==> src/rtl/led_driver.sv <==
// LED output port on the SoC I/O bus: an 8-bit value register and a control
// register (per-LED blink mask, global brightness), driven out through a
// free-running blink prescaler and a PWM dimmer. Bus side uses a 4-way
// Read/Write/Ack handshake with a single commit or capture per handshake.
module led_driver #(
   parameter int unsigned BLINK_DIV = 25000000,
   parameter int unsigned PWM_BITS  = 4
) (
   input  logic        clock,
   input  logic        reset,
   input  logic        Read,
   input  logic        Write,
   input  logic        Address,
   input  logic [31:0] DataIn,
   output logic [31:0] DataOut,
   output logic        Ack,
   output logic [7:0]  LED
);

   localparam int unsigned CntW = (BLINK_DIV > 1) ? $clog2(BLINK_DIV) : 1;
   localparam logic [CntW-1:0] BlinkLast = CntW'(BLINK_DIV - 1);

   logic [7:0]          value;
   logic [7:0]          mask;
   logic [PWM_BITS-1:0] bright;
   logic [CntW-1:0]     blink_cnt;
   logic                blink_phase;
   logic [PWM_BITS-1:0] pwm_cnt;

   logic        req;
   logic        new_req;
   logic        do_write;
   logic        do_read;
   logic        pwm_on;
   logic [31:0] ctrl_word;
   logic [7:0]  led_next;
   logic        unused_data;

   // Only the first cycle of a request (Ack still low) is acted upon.
   assign req      = Read | Write;
   assign new_req  = req & ~Ack;
   assign do_write = new_req & Write;
   assign do_read  = new_req & Read & ~Write;

   // Full brightness is forced on so the counter wrap never leaves a dark cycle.
   assign pwm_on = (&bright) | (pwm_cnt < bright);

   assign unused_data = ^DataIn[31:8+PWM_BITS];

   // Read-back image of the control register, zero-extended.
   always_comb begin
      ctrl_word                  = '0;
      ctrl_word[7:0]             = mask;
      ctrl_word[8 +: PWM_BITS]   = bright;
   end

   // Per-LED drive: masked LEDs follow the blink phase, all LEDs gated by PWM.
   always_comb begin
      led_next = value & {8{pwm_on}} & (~mask | {8{blink_phase}});
   end

   // Handshake acknowledge and registered read data.
   always_ff @(posedge clock or negedge reset) begin
      if (!reset) begin
         Ack     <= 1'b0;
         DataOut <= '0;
      end else begin
         Ack <= req;
         if (do_read) begin
            DataOut <= Address ? ctrl_word : {24'b0, value};
         end
      end
   end

   // Register file: committed once per write handshake.
   always_ff @(posedge clock or negedge reset) begin
      if (!reset) begin
         value  <= '0;
         mask   <= '0;
         bright <= '1;
      end else if (do_write) begin
         if (Address) begin
            mask   <= DataIn[7:0];
            bright <= DataIn[8 +: PWM_BITS];
         end else begin
            value <= DataIn[7:0];
         end
      end
   end

   // Free-running blink prescaler; phase toggles each BLINK_DIV cycles.
   always_ff @(posedge clock or negedge reset) begin
      if (!reset) begin
         blink_cnt   <= '0;
         blink_phase <= 1'b1;
      end else if (blink_cnt == BlinkLast) begin
         blink_cnt   <= '0;
         blink_phase <= ~blink_phase;
      end else begin
         blink_cnt <= blink_cnt + 1'b1;
      end
   end

   // Free-running PWM counter, wraps naturally at all ones.
   always_ff @(posedge clock or negedge reset) begin
      if (!reset) begin
         pwm_cnt <= '0;
      end else begin
         pwm_cnt <= pwm_cnt + 1'b1;
      end
   end

   // Registered LED pins.
   always_ff @(posedge clock or negedge reset) begin
      if (!reset) begin
         LED <= '0;
      end else begin
         LED <= led_next;
      end
   end

endmodule

==> config.mk <==
export PLATFORM = sky130hd
export DESIGN_NAME = led_driver
export DESIGN_NICKNAME = d
export VERILOG_FILES = /design/src/rtl/led_driver.sv
export SDC_FILE = /design/constraint.sdc
export NUM_CORES = 1
export LEC_CHECK = 0
export BUFFER_PORTS_ARGS = -buffer_cell sky130_fd_sc_hd__buf_2
export CORE_MARGIN = 2
export CORE_UTILIZATION = 33
export DETAILED_ROUTE_END_ITERATION = 7
export PLACE_DENSITY = 0.54
export REMOVE_ABC_BUFFERS = 1
export SLEW_MARGIN = 20
export SYNTH_ARGS = -nofsm -noshare
export SYNTH_HDL_FRONTEND = slang
export SYNTH_SLANG_ARGS = --single-unit
==> constraint.sdc <==
create_clock -name clock -period 2.45 [get_ports clock]
set_clock_uncertainty 0.2 [all_clocks]
set_input_delay 0.3675 -clock clock [delete_from_list [all_inputs] [get_ports clock]]
set_output_delay 0.3675 -clock clock [all_outputs]
set_load 0.005 [all_outputs]
======== Word-level counts from Yosys, hierarchy flattened ========
Cells that the tools add are included.
cells by class
  add/sub/neg operators ................... 2
  $lt $le $gt $ge ......................... 1
  equal/unequal tests ..................... 1
  multiplexer cells ....................... 2
  bitwise logic cells ..................... 14
  reduce and logical (&&, ||, !) cells .... 3
operator list
  cell                                           count
  adder 25 x 1 -> 25 bit, second input constant  1
  equality test 25 bit, second input constant    1
  2-to-1 mux 25 bit                              1
  bitwise AND 8 bit                              2
  2-to-1 mux 12 bit                              1
  inverter 8 bit                                 1
  OR 8 bit                                       1
  adder 4 x 1 -> 4 bit, second input constant    1
  bitwise AND 1 bit                              4
  < comparator 4 bit                             1
  inverter 1 bit                                 4
  AND reduction 2 bit                            2
  AND reduction 4 bit                            1
  OR 1 bit                                       2
word-level totals
  register bits after elaboration ......... 91
  bits of input ports ..................... 37
  output and inout bits ................... 41
  word-level logic and storage cells ...... 32

======== Logic depth before layout (Yosys ltp) ========
  depth in word-level cells ............... 4
  gate-level depth with buffers ........... 6
  gate-level depth less buffers ........... 5

======== Worst setup path before layout ========
No wires, ideal clock.
  path kind ............................... register to register
  start point ............................. reg blink_cnt[0]
  end point ............................... reg blink_cnt[6]
  setup time .............................. 0.129 ns
  arrival ................................. 1.703 ns
  data required time ...................... 2.121 ns
  path slack .............................. 0.418 ns
  cell stages (with the launch flop) ...... 7
  buffers on the path ..................... 1
  period minus slack after synthesis ...... 2.032 ns
  path through ............................ dfrtp_1 > ha_1 > and4_1 > nand4_1 > nor3_1 > buf_2 > o21ai_0
between the ends
  cells in the longest elaborated chain, start to end .. 2
  elaborated cells between the ends (all ways) .. 3
  classes of those cells .................. add/sub: 1; eq/ne: 1; mux: 1
RTL lines
  element                                                                RTL line  text
  from (decl)                                                            26        logic [CntW-1:0] blink_cnt;
  from (signal assigned)                                                 100       blink_cnt <= blink_cnt + 1'b1;
  adder 25 x 1 -> 25 bit / equality test 25 bit (equally long branches)  100, 96
  2-to-1 mux 25 bit (*)                                                  96        end else if (blink_cnt == BlinkLast) begin
Every way passes the cells marked *; elsewhere a longest branch is shown, timed or not.
A chain may end at the register's enable or synchronous reset.

======== Worst setup path in the final report ========
  start point ............................. reg blink_cnt[7]
  end point ............................... reg blink_cnt[5]
between the ends
  cells in the longest elaborated chain, start to end .. 2
RTL lines
  element               RTL line
  equality test 25 bit  96
  2-to-1 mux 25 bit     96
Every way passes these cells.

==> run_results.csv <==
group,metric,value,unit
run_status,status,"completed",
clock_tree,clk_pin_slew_worst_paths,0.08,ns
critical_path,worstReg2RegEnd,"blink_cnt[5]$_DFF_PN0_",
timing,fin_crit_sh,85.8,%
synth,ys_ff_latch,71,
timing,slew_viol_final,0,
placement,gp_congestion,0.755,
power,p_leak,0.00182,µW
critical_path,crit_buf_inv,1,
global_route,grt_pass1_wl,11400,µm
timing,hold_ws,0.0280,ns
clock_tree,clkSinkCount,71,
detailed_routing,via_count,2310,
cells_and_area,layout_common_cells,"dfrtp_1 (66), buf_2 (37), nand3_1 (22)",
cells_and_area,layout_commonest_cell,"dfrtp_1",
detailed_routing,drt-vias-per-instance,4.72,
critical_path,start_kind,"flip-flop",
floorplan,die-area,10900,µm²
critical_path,worstPathMaxFanout,11,
synth,yosys.area.top_type,"dfrtp_1",
timing,period_needed,2.10,ns
synth,netlist_top_cells_area,"dfrtp_1 (50%), mux2_2 (6.8%), buf_4 (4.5%)",
floorplan,core_area,9770,µm²
placement,io_buffers,37,
clock_tree,cts-htree-levels,3,
critical_path,cpMaxStageDelayCell,"dfrtp_1",
synth,synth_edf_count,0,
placement,dp_hpwl,4680,µm
clock_tree,clockBufferDepth,2,
global_route,grt_pass1_vias,2295,
critical_path,r2r-start,"blink_cnt[7]$_DFF_PN0_",
placement,placed_area,3670,µm²
power,peakVddDrop,0.400,mV
timing,slew_headroom,57.9,%
timing,setup_tns,0,ns
cells_and_area,nets,393,
worst_hold_path,hold_class,"in2reg",
global_route,antenna_found_initial,0,
global_route,use_met1,16.5,%
detailed_routing,wl,6690,µm
synth,ys.flop_type,"dfrtp_1",
power,p_per_area,708,nW/µm²
synth,synth_top_area_share,49.5,%
clock_tree,cts_buffers,9,
cells_and_area,area_growth,16.3,%
floorplan,ios,78,
flow_run,maxCapViolations,0,
floorplan,die_h,105,µm
synth,syn-cell-area,3330,µm²
global_route,grt_max_degree,28,
critical_path,cp_cell_sequence,"nor4_1 > nand4b_1 > nor3_1 > buf_4 > o221ai_1",
critical_path,rr_worst_depth,5,
clock_tree,cts_tree,"done",
clock_tree,clk_latency,0.34,ns
synth,synth-compound-area-share,6.68,%
synth,synthAdderAreaFrac,1.88,%
detailed_routing,dr.first_iter.drc_count,54,
cells_and_area,final_area,3870,µm²
critical_path,crit_family,"simple AND/OR/NAND/NOR gates",
cells_and_area,nFillCells,975,
global_route,grt_util_met2,21.5,%
synth,synth-xor-area-share,3.94,%
critical_path,cp.required,2.46,ns
worst_hold_path,min_path_cells,2,
cells_and_area,diodes,0,
synth,synth-simple-area-share,16.8,%
detailed_routing,routedWlPerCell,13.7,µm
synth,seq_area_frac_synth,53.5,%
detailed_routing,drt-pass1-iter-count,4,
critical_path,cp.depth,5,
global_route,grtUsageTotal,13.1,%
detailed_routing,drc,0,
detailed_routing,antenna_left,0,
global_route,gr-total-overflow,0,
floorplan,start_util,34.1,%
critical_path,r2r_slack,0.35,ns
worst_hold_path,whs_endpoint,"Ack$_DFF_PN0_",
floorplan,row_count,36,
synth,yosys_warnings,0,
timing,tightestPinTransition,0.632,ns
worst_hold_path,min-delay-start,"Read",
critical_path,slowest_delay,0.48,ns
synth,async_reset_ff_share,100,%
timing,setup_viol_count_final,0,
synth,muxShareOfSynthArea,10.1,%
critical_path,setup.worst_path.class,"reg2reg",
global_route,grt.busiest_layer,"met2",
floorplan,die_w,105,µm
power,power,2740,µW
global_route,use_met3,4.07,%
timing,rsz0062_at_grt,"false",
synth,synth_cell_types,42,
synth,syn_area_per_cell,11.0,µm²
cells_and_area,drive_gt1_share,27.5,%
critical_path,worstPathArrival,2.11,ns
clock_tree,cts_root_buf,"clkbuf_8",
synth,synth_top_family_by_area,"simple AND/OR/NAND/NOR gates",
clock_tree,cts_resized,0,
cells_and_area,final_util,39.6,%
timing,hold_viol_final,0,
timing,clock.fmax,0.476,GHz
synth,netlist_instances,302,
critical_path,end_kind,"flip-flop",
-- worst max path at each step --
stage	from	to	slack [ns]
floorplan	blink_cnt[0]$_DFF_PN0_	blink_cnt[5]$_DFF_PN0_	0.003
global placement	blink_cnt[7]$_DFF_PN0_	blink_cnt[5]$_DFF_PN0_	0.38
detailed placement	blink_cnt[7]$_DFF_PN0_	blink_cnt[5]$_DFF_PN0_	0.34
CTS	blink_cnt[7]$_DFF_PN0_	blink_cnt[5]$_DFF_PN0_	0.32
global route	blink_cnt[7]$_DFF_PN0_	blink_cnt[5]$_DFF_PN0_	0.14
finish	blink_cnt[7]$_DFF_PN0_	blink_cnt[5]$_DFF_PN0_	0.35
-- per-stage QoR --
stage               setup WS (ns)  std cells
floorplan                 0.00319        291
global placement            0.379        472
detailed placement          0.344        472
CTS                         0.316        489
global route                0.141        489
finish                      0.349        489
-- synthesized netlist by cell type (6+ instances only) --
cell and count:
dfrtp_1 66, nand3_1 22, a21oi_1 20, buf_4 20, mux2_2 20, nor2_1 18
inv_1 12, mux2i_1 11, nand4_1 10, nand2_1 9, nand2b_1 9, o21ai_0 9
xor2_1 8, clkbuf_1 7, xnor2_1 7, o31ai_1 6
-- cell type report --
type / instances / area, µm² / share of cell area [%]
Tap cell: 133 / 166 / 4.29
Inverter: 12 / 45.0 / 1.16
Multi-Input combinational cell: 208 / 1390 / 35.9
Clock inverter: 6 / 71.3 / 1.84
Clock buffer: 10 / 128 / 3.29
Sequential cell: 71 / 1780 / 46.0
Timing Repair Buffer: 49 / 290 / 7.49
-- flip-flops by register name (all words and copies together) (netlist names) --
name and flops:
blink_phase 1, blink_cnt 25, bright 4, value 8, LED 8, pwm_cnt 4, DataOut 12, mask 8
Ack 1
-- cell families (layout without fill, tap and decap cells) --
logic type | after synthesis | count (layout)
adder cells (fa/ha/maj) | 5 | 5
buffers and inverters | 42 | 77
AND/OR/NAND/NOR | 98 | 98
AO/OA/AOI/OAI | 39 | 39
multiplexers | 31 | 31
XOR/XNOR | 15 | 15
flip-flops | 71 | 71
other | 1 | 20
-- where the power goes --
| part | internal, µW | switching, µW |
|---|---|---|
| clock | 475 | 454 |
| sequential | 1340 | 92.9 |
| combinational | 197 | 189 |
-- per-layer routing --
layer	vias to the layer above	share of wire (%)
met3	8	4.8
met2	56	48
li1	1126	-
met5	-	0
met4	0	0.96
met1	1120	46
-- what timing repair did --
item | 4_1_cts | 5_1_grt
hold endpoints to repair | 18 | 0
buffers inserted | 0 | 0
setup endpoints to repair | 0 | 0
hold buffers | 1 | 0
Note: power is estimated with default switching activity, not from simulation.
